`src/rtl/vga_timing_param_if.sv`:
```
// +--------------------------------------------------------------------+
// | vga_timing_param_if: pixel-enable in, timing/sync/strobe bundle out  |
// | Rev 1.0                                                              |
// +--------------------------------------------------------------------+
`default_nettype none

interface vga_timing_param_if #(
   parameter int CNT_W   = 11,
   parameter int FRAME_W = 8
);
   logic               en;
   logic [CNT_W-1:0]   hcount;
   logic [CNT_W-1:0]   vcount;
   logic               hsync;
   logic               vsync;
   logic               hblnk;
   logic               vblnk;
   logic               de;
   logic               line_start;
   logic               frame_start;
   logic [FRAME_W-1:0] frame_cnt;

   modport master (
      input  en,
      output hcount, vcount, hsync, vsync, hblnk, vblnk, de,
             line_start, frame_start, frame_cnt
   );

   modport slave (
      output en,
      input  hcount, vcount, hsync, vsync, hblnk, vblnk, de,
             line_start, frame_start, frame_cnt
   );
endinterface

`default_nettype wire

```
`src/rtl/vga_timing_param.sv`:
```
// +--------------------------------------------------------------------+
// | vga_timing_param: parameterised VGA timing generator with pixel en  |
// | Rev 1.0                                                              |
// +--------------------------------------------------------------------+
`default_nettype none

module vga_timing_param #(
   parameter int   H_ACTIVE = 800,
   parameter int   H_FP     = 40,
   parameter int   H_SYNC   = 128,
   parameter int   H_BP     = 88,
   parameter int   V_ACTIVE = 600,
   parameter int   V_FP     = 1,
   parameter int   V_SYNC   = 4,
   parameter int   V_BP     = 23,
   parameter logic HS_POL   = 1'b1,
   parameter logic VS_POL   = 1'b1,
   parameter int   CNT_W    = 11,
   parameter int   FRAME_W  = 8
) (
   input  wire logic            clk,
   input  wire logic            rst,
   vga_timing_param_if.master   vif
);

   localparam int c_H_TOT   = H_ACTIVE + H_FP + H_SYNC + H_BP;
   localparam int c_V_TOT   = V_ACTIVE + V_FP + V_SYNC + V_BP;
   localparam int c_MAX_TOT = (c_H_TOT > c_V_TOT) ? c_H_TOT : c_V_TOT;

   localparam logic [CNT_W-1:0] c_H_LAST   = CNT_W'(c_H_TOT - 1);
   localparam logic [CNT_W-1:0] c_V_LAST   = CNT_W'(c_V_TOT - 1);
   localparam logic [CNT_W-1:0] c_H_ACT    = CNT_W'(H_ACTIVE);
   localparam logic [CNT_W-1:0] c_V_ACT    = CNT_W'(V_ACTIVE);
   localparam logic [CNT_W-1:0] c_HS_BEG   = CNT_W'(H_ACTIVE + H_FP);
   localparam logic [CNT_W-1:0] c_HS_END   = CNT_W'(H_ACTIVE + H_FP + H_SYNC);
   localparam logic [CNT_W-1:0] c_VS_BEG   = CNT_W'(V_ACTIVE + V_FP);
   localparam logic [CNT_W-1:0] c_VS_END   = CNT_W'(V_ACTIVE + V_FP + V_SYNC);

   if (H_ACTIVE < 1 || H_FP < 1 || H_SYNC < 1 || H_BP < 1 ||
       V_ACTIVE < 1 || V_FP < 1 || V_SYNC < 1 || V_BP < 1) begin : g_bad_field
      $error("vga_timing_param: every timing field must be at least 1");
   end

   if (CNT_W < 1 || (CNT_W < 31 && (1 << CNT_W) < c_MAX_TOT)) begin : g_bad_cnt_w
      $error("vga_timing_param: CNT_W too narrow for H_TOT/V_TOT");
   end

   logic [CNT_W-1:0]   hcount_q, hcount_d;
   logic [CNT_W-1:0]   vcount_q, vcount_d;
   logic [FRAME_W-1:0] frame_cnt_q, frame_cnt_d;
   logic               hsync_q, hsync_d;
   logic               vsync_q, vsync_d;
   logic               hblnk_q, hblnk_d;
   logic               vblnk_q, vblnk_d;
   logic               de_q, de_d;
   logic               line_start_q, line_start_d;
   logic               frame_start_q, frame_start_d;

   // Decode runs on the next-state counters so every registered output
   // lines up with the counter value it is registered alongside.
   always_comb begin
      hcount_d      = hcount_q;
      vcount_d      = vcount_q;
      frame_cnt_d   = frame_cnt_q;
      line_start_d  = 1'b0;
      frame_start_d = 1'b0;

      if (vif.en) begin
         if (hcount_q == c_H_LAST) begin
            hcount_d     = '0;
            line_start_d = 1'b1;
            if (vcount_q == c_V_LAST) begin
               vcount_d      = '0;
               frame_start_d = 1'b1;
               frame_cnt_d   = frame_cnt_q + FRAME_W'(1);
            end else begin
               vcount_d = vcount_q + CNT_W'(1);
            end
         end else begin
            hcount_d = hcount_q + CNT_W'(1);
         end
      end

      hblnk_d = (hcount_d >= c_H_ACT);
      vblnk_d = (vcount_d >= c_V_ACT);
      de_d    = !hblnk_d && !vblnk_d;
      hsync_d = ((hcount_d >= c_HS_BEG) && (hcount_d < c_HS_END)) ? HS_POL : ~HS_POL;
      vsync_d = ((vcount_d >= c_VS_BEG) && (vcount_d < c_VS_END)) ? VS_POL : ~VS_POL;
   end

   always_ff @(posedge clk or posedge rst) begin
      if (rst) begin
         hcount_q      <= '0;
         vcount_q      <= '0;
         frame_cnt_q   <= '0;
         hsync_q       <= ~HS_POL;
         vsync_q       <= ~VS_POL;
         hblnk_q       <= 1'b0;
         vblnk_q       <= 1'b0;
         de_q          <= 1'b1;
         line_start_q  <= 1'b0;
         frame_start_q <= 1'b0;
      end else begin
         hcount_q      <= hcount_d;
         vcount_q      <= vcount_d;
         frame_cnt_q   <= frame_cnt_d;
         hsync_q       <= hsync_d;
         vsync_q       <= vsync_d;
         hblnk_q       <= hblnk_d;
         vblnk_q       <= vblnk_d;
         de_q          <= de_d;
         line_start_q  <= line_start_d;
         frame_start_q <= frame_start_d;
      end
   end

   assign vif.hcount      = hcount_q;
   assign vif.vcount      = vcount_q;
   assign vif.frame_cnt   = frame_cnt_q;
   assign vif.hsync       = hsync_q;
   assign vif.vsync       = vsync_q;
   assign vif.hblnk       = hblnk_q;
   assign vif.vblnk       = vblnk_q;
   assign vif.de          = de_q;
   assign vif.line_start  = line_start_q;
   assign vif.frame_start = frame_start_q;

endmodule

`default_nettype wire

```
`src/flat_wrapper.sv`:
```
// flat-port wrapper written by rule: the top's interface ports become plain ports
module vga_timing_param_flat 
#(
   parameter int   H_ACTIVE = 800,
   parameter int   H_FP     = 40,
   parameter int   H_SYNC   = 128,
   parameter int   H_BP     = 88,
   parameter int   V_ACTIVE = 600,
   parameter int   V_FP     = 1,
   parameter int   V_SYNC   = 4,
   parameter int   V_BP     = 23,
   parameter logic HS_POL   = 1'b1,
   parameter logic VS_POL   = 1'b1,
   parameter int   CNT_W    = 11,
   parameter int   FRAME_W  = 8
)
  (clk, rst, vif_en, vif_hcount, vif_vcount, vif_hsync, vif_vsync, vif_hblnk, vif_vblnk, vif_de, vif_line_start, vif_frame_start, vif_frame_cnt);
  vga_timing_param_if #(.CNT_W(CNT_W), .FRAME_W(FRAME_W)) vif_i ();
  input  wire logic clk;
  input  wire logic rst;
  input wire logic [$bits(vif_i.en)-1:0] vif_en;
  output wire logic [$bits(vif_i.hcount)-1:0] vif_hcount;
  output wire logic [$bits(vif_i.vcount)-1:0] vif_vcount;
  output wire logic [$bits(vif_i.hsync)-1:0] vif_hsync;
  output wire logic [$bits(vif_i.vsync)-1:0] vif_vsync;
  output wire logic [$bits(vif_i.hblnk)-1:0] vif_hblnk;
  output wire logic [$bits(vif_i.vblnk)-1:0] vif_vblnk;
  output wire logic [$bits(vif_i.de)-1:0] vif_de;
  output wire logic [$bits(vif_i.line_start)-1:0] vif_line_start;
  output wire logic [$bits(vif_i.frame_start)-1:0] vif_frame_start;
  output wire logic [$bits(vif_i.frame_cnt)-1:0] vif_frame_cnt;
  assign vif_i.en = vif_en;
  assign vif_hcount = vif_i.hcount;
  assign vif_vcount = vif_i.vcount;
  assign vif_hsync = vif_i.hsync;
  assign vif_vsync = vif_i.vsync;
  assign vif_hblnk = vif_i.hblnk;
  assign vif_vblnk = vif_i.vblnk;
  assign vif_de = vif_i.de;
  assign vif_line_start = vif_i.line_start;
  assign vif_frame_start = vif_i.frame_start;
  assign vif_frame_cnt = vif_i.frame_cnt;
  vga_timing_param #(.H_ACTIVE(H_ACTIVE), .H_FP(H_FP), .H_SYNC(H_SYNC), .H_BP(H_BP), .V_ACTIVE(V_ACTIVE), .V_FP(V_FP), .V_SYNC(V_SYNC), .V_BP(V_BP), .HS_POL(HS_POL), .VS_POL(VS_POL), .CNT_W(CNT_W), .FRAME_W(FRAME_W)) u_core (.clk(clk), .rst(rst), .vif(vif_i));
endmodule
```
`config.mk`:
```
export PLATFORM = sky130hd
export DESIGN_NAME = vga_timing_param_flat
export DESIGN_NICKNAME = d
export VERILOG_FILES = /design/src/rtl/vga_timing_param_if.sv /design/src/rtl/vga_timing_param.sv /design/src/flat_wrapper.sv
export SDC_FILE = /design/constraint.sdc
export NUM_CORES = 1
export LEC_CHECK = 0
export ABC_AREA = 1
export ABC_CLOCK_PERIOD_IN_PS = 2000
export CELL_PAD_IN_SITES_DETAIL_PLACEMENT = 0
export CELL_PAD_IN_SITES_GLOBAL_PLACEMENT = 2
export CORE_ASPECT_RATIO = 1.1
export CORE_UTILIZATION = 29
export DETAILED_ROUTE_END_ITERATION = 8
export PLACE_DENSITY_LB_ADDON = 0.1
export SYNTH_ARGS = -nofsm -noshare
export SYNTH_HDL_FRONTEND = slang
export SYNTH_SLANG_ARGS = --single-unit
```
`constraint.sdc`:
```
create_clock -name clk -period 2 [get_ports clk]
set_input_delay 0.4 -clock clk [delete_from_list [all_inputs] [get_ports clk]]
set_output_delay 0.4 -clock clk [all_outputs]
set_load 0.02 [all_outputs]
```
Word level (Yosys, flattened, before mapping)
Cells that the tools add are included.
{"block": "word_totals", "ff_bits": 37, "input_bits": 3, "elab_cells": 39}
{"block": "classes", "n_addsub": 3, "order_cmp": 6, "n_eq_ne": 2, "muxes": 12, "n_reduce_logical": 6}
{"operator": "2-to-1 mux 11 bit", "n": 5}
{"operator": "greater-or-equal comparator 11 x 10 -> 1 bit (second input constant)", "n": 4}
{"operator": "adder 11 x 1 -> 11 bit (second input constant)", "n": 2}
{"operator": "< comparator 11 x 10 -> 1 bit (second input constant)", "n": 2}
{"operator": "== test 11 x 10 -> 1 bit (second input constant)", "n": 1}
{"operator": "== test 11 bit (second input constant)", "n": 1}
{"operator": "adder 8 x 1 -> 8 bit (second input constant)", "n": 1}
{"operator": "2-to-1 mux 1 bit", "n": 7}
{"operator": "logical AND 1 bit", "n": 3}
{"operator": "AND reduction 3 bit", "n": 1}
{"operator": "logical NOT 1 bit", "n": 2}

Logic depth before layout (Yosys ltp)
{"block": "logic_depth", "ltp_word": 7, "ltp_mapped": 18}

Worst setup path after synthesis
Ideal clock, no wire load.
{"block": "synth_path", "path_kind": "register to register", "from": "register u_core.vcount_q[0], in the netlist u_core.vif.vcount[0]", "to": "register u_core.frame_cnt_q[7], in the netlist u_core.vif.frame_cnt[7]", "setup_ns": 0.128, "arrival_time_ns": 1.839, "slack_ns": 0.032, "stages_incl_launch_ff": 12, "cell_sequence": "dfrtp_1 -> ha_1 -> nand2_1 -> inv_1 -> nand3_1 -> nor2_1 -> nand3_4 -> inv_2 -> nand4_2 -> nor2_2 -> nand3_1 -> xnor2_1"}
{"block": "synth_via", "elab_chain_len": 2}
{"element": "start: declaration", "line": "vga_timing_param.sv:49", "source": "logic [CNT_W-1:0] vcount_q, vcount_d;"}
{"element": "start signal: assignment", "line": "vga_timing_param.sv:105", "source": "vcount_q <= vcount_d;"}
{"element": "== test 11 x 10 -> 1 bit", "line": "vga_timing_param.sv:72", "source": "if (vcount_q == c_V_LAST) begin"}
{"element": "AND reduction 3 bit (no line)"}
{"element": "end signal: assignment", "line": "vga_timing_param.sv:106", "source": "frame_cnt_q <= frame_cnt_d;"}
{"element": "end: declaration", "line": "vga_timing_param.sv:50", "source": "logic [FRAME_W-1:0] frame_cnt_q, frame_cnt_d;"}
Every way passes these cells.
A chain may end at the register's enable or synchronous reset.

Worst setup path in the final report
{"block": "layout_path", "from": "register u_core.hcount_q[5], in the netlist u_core.vif.hcount[5]", "to": "output port vif_hcount[5]"}
{"element": "start: declaration", "line": "vga_timing_param.sv:48", "source": "logic [CNT_W-1:0] hcount_q, hcount_d;"}
{"element": "start signal: assignment", "line": "vga_timing_param.sv:104", "source": "hcount_q <= hcount_d;"}
{"element": "end: declaration", "line": "flat_wrapper.sv:22", "source": "output wire logic [$bits(vif_i.hcount)-1:0] vif_hcount;"}
No word-level cell between the ends.

==> impl_metrics.toml <==
[run_status]
status = "complete, but fails checks"
failed_checks = "design-rule violations"

[logic_synthesis]
ys_seq_area_share_pct = 42.4
postSynthCellCount = 274
ys_seq_elements = 37
netlist-cell-type-count = 30
async_flop_share_pct = 100
synth_area_mm2 = 0.00219
synth_edf_count = 0
yosysTopAreaCell = "dfrtp_1"
yosys.cell_count.top_type = "nand2_1"
synth_nets = 280
ys.flop_type = "dfrtp_1"
synthTopCellsByArea = "dfrtp_1, nand2_1, inv_1"
synthTopCellsByCount = "nand2_1, inv_1, dfrtp_1"
post_synth.cell_area_avg_um2 = 7.98
synth_top_area_share_pct = 41.2
synth_warnings = 0

[clock_tree]
cts_tree = "done"
clk_latency_ns = 0.29
cts_max_level = 2
clk_pin_slew_ns = 0.08
cts_root_buffer = "clkbuf_8"
cts.sinks = 37
cts_buffers = 5
clockBufferDepth = 2

[worst_setup_path]
crit_path_start_kind = "flip-flop"
critical_path_class = "flip-flop to output port"
r2r_end = "u_core.vif.vsync"
crit_slowest_cell = "clkdlybuf4s50_1"
crit_required_ns = 1.60
slowest_delay_ns = 0.59
end_kind = "output port"
cp_top_family = "buffers and inverters"
worstReg2RegStart = "u_core.vif.hcount[1]"
reg2reg_depth = 15
worstPathArrival_ns = 1.51
critPathLaunch = "u_core.vif.hcount[5]"
cp_cell_sequence = "buf_4 -> clkdlybuf4s50_1"
endpoint = "vif_hcount[5]"
worstPathMaxFanout = 4
critPathBufInv = 2
worstSetupPathDepth = 2
reg2reg_setup_slack_ns = 0.10

[floorplan]
core_mm2 = 0.00717
num_io_pins = 40
die_x_um = 84.8
rows = 32
start_util_pct = 30.5
die-area_mm2 = 0.00789
die_h_um = 93.1

[sta]
slew_headroom_pct = 67.9
drv_slew = 0
fin_skew_ns = 0.00669
fin_ws_ns = 0.0874
worst_pin_slew_ns = 0.482
finalCriticalPeriod_ns = 1.91
fmax_ghz = 0.523
finalSetupTns_ns = 0
hold-worst-slack_ns = 0.480
setup_viol = 0
min_period_over_period_pct = 95.6
rsz0062_at_grt = "true"
hold_violations = 0

[place]
pre_cts_ws_ns = -0.361
gp_congestion = 0.772
place.detailed.hpwl_um = 4640
port_buffers = 39
dp_cells = 439
placed_area_mm2 = 0.00301

[power]
power_density_mw_per_mm2 = 793
ir_worst_vdd_v = 0.000392
leakagePower_nw = 1.60
finalPower_mw = 2.58

[routing]
totalWireLength_um = 6120
routed_via_density = 4.48
vias = 2015
antenna_left = 0
drc = 2
drt_iter0_markers = 76
avgRoutedWirePerCell_um = 13.6
dr.pass1.iters = 8

[min_path]
hold_start = "u_core.vif.frame_cnt[7]"
hp-class = "flip-flop to flip-flop"

[flow_run]
max-cap-violations = 0

[cells_and_area]
postLayoutCoreUtil_pct = 45.3
fin_area_mm2 = 0.00325
areaGrowthSynthToFinish_pct = 48.7
stdcell_count = 450
fin_nets = 370
num_antenna_cells = 0
fillers = 743
drive_above_1_share_pct = 30.1

[global_routing]
gr-usage-all-layers_pct = 16.7
grt_overflow = 0
grt_pass1_vias = 1955
grt_max_degree = 38
antenna_found_initial = 0
grt_pass1_wl_um = 9990
## kinds of logic (layout without fill, tap and decap cells)
family                   Yosys count  after routing  synth area share [%]
AO/OA/AOI/OAI                     10             10                  2.58
XOR/XNOR                          17             17                  6.81
adder cells (fa/ha/maj)            3              3                  1.72
buffers and inverters             52            142                  9.04
flip-flops                        37             37                  42.4
AND/OR/NAND/NOR                  155            156                  37.4
## routing by layer
layer	track usage (%)	routed length (um)	up-vias
met5	0	0	-
met4	4.66	67	0
met3	2.65	193	6
met2	28.6	2980	40
met1	21.9	2880	918
li1	-	-	1051
## worst min path at each step
stage,end,slack [ns],depth (start not counted)
2_1_floorplan,u_core.vif.frame_cnt[0],0.58,1
3_3_place_gp,u_core.vif.frame_cnt[7],0.46,1
3_5_place_dp,u_core.vif.frame_cnt[7],0.47,1
4_1_cts,u_core.vif.frame_cnt[7],0.49,1
5_1_grt,u_core.vif.frame_cnt[7],0.50,1
6_report,u_core.vif.frame_cnt[7],0.48,1
## layout by cell type, fill, tap and decap left out, types with 6 or more instances in the layout
master	Yosys	routed
nor2_1	26	18
buf_4	0	41
nand3_1	27	25
nand2_2	6	9
nand4_1	11	11
inv_1	41	41
inv_2	8	7
nor2_2	4	9
nor3_1	7	6
clkdlybuf4s50_1	0	38
xor2_1	11	11
xnor2_1	6	6
dfrtp_1	36	34
nor2_4	4	8
nand2_1	59	56
## registers in the layout, summed over array words and instances, names as in the netlist
| name | count |
|---|---|
| u_core.vif.hcount | 11 |
| u_core.vif.vcount | 11 |
| u_core.vif.frame_cnt | 8 |
| u_core.vif.de | 1 |
| u_core.vif.frame_start | 1 |
| u_core.vif.hblnk | 1 |
| u_core.vif.hsync | 1 |
| u_core.vif.line_start | 1 |
| u_core.vif.vblnk | 1 |
| u_core.vif.vsync | 1 |
## layout make-up
cell class | count | area [um2] | area share [%]
repair buffers | 83 | 739 | 22.8
flip-flops and latches | 37 | 930 | 28.6
clock inverters | 3 | 46.3 | 1.42
clock buffers | 5 | 68.8 | 2.12
well taps | 85 | 106 | 3.27
multi-input cells | 186 | 1160 | 35.8
inverters | 51 | 195 | 6.01
## power breakdown
group	internal (mW)	switching, mW	total, mW	leakage [nW]
sequential	0.836	0.105	0.940	0.450
combinational	0.432	0.536	0.968	1.09
clock	0.373	0.294	0.667	0.0543
## timing repair
action,4_1_cts,5_1_grt
resized for setup,5,28
endpoints found under the hold margin,0,0
pin swaps,1,16
endpoints found under the setup margin,2,6
hold buffers,0,0
gates cloned,0,1
setup buffers,0,2
No activity file was read; power rests on OpenSTA's default activity.
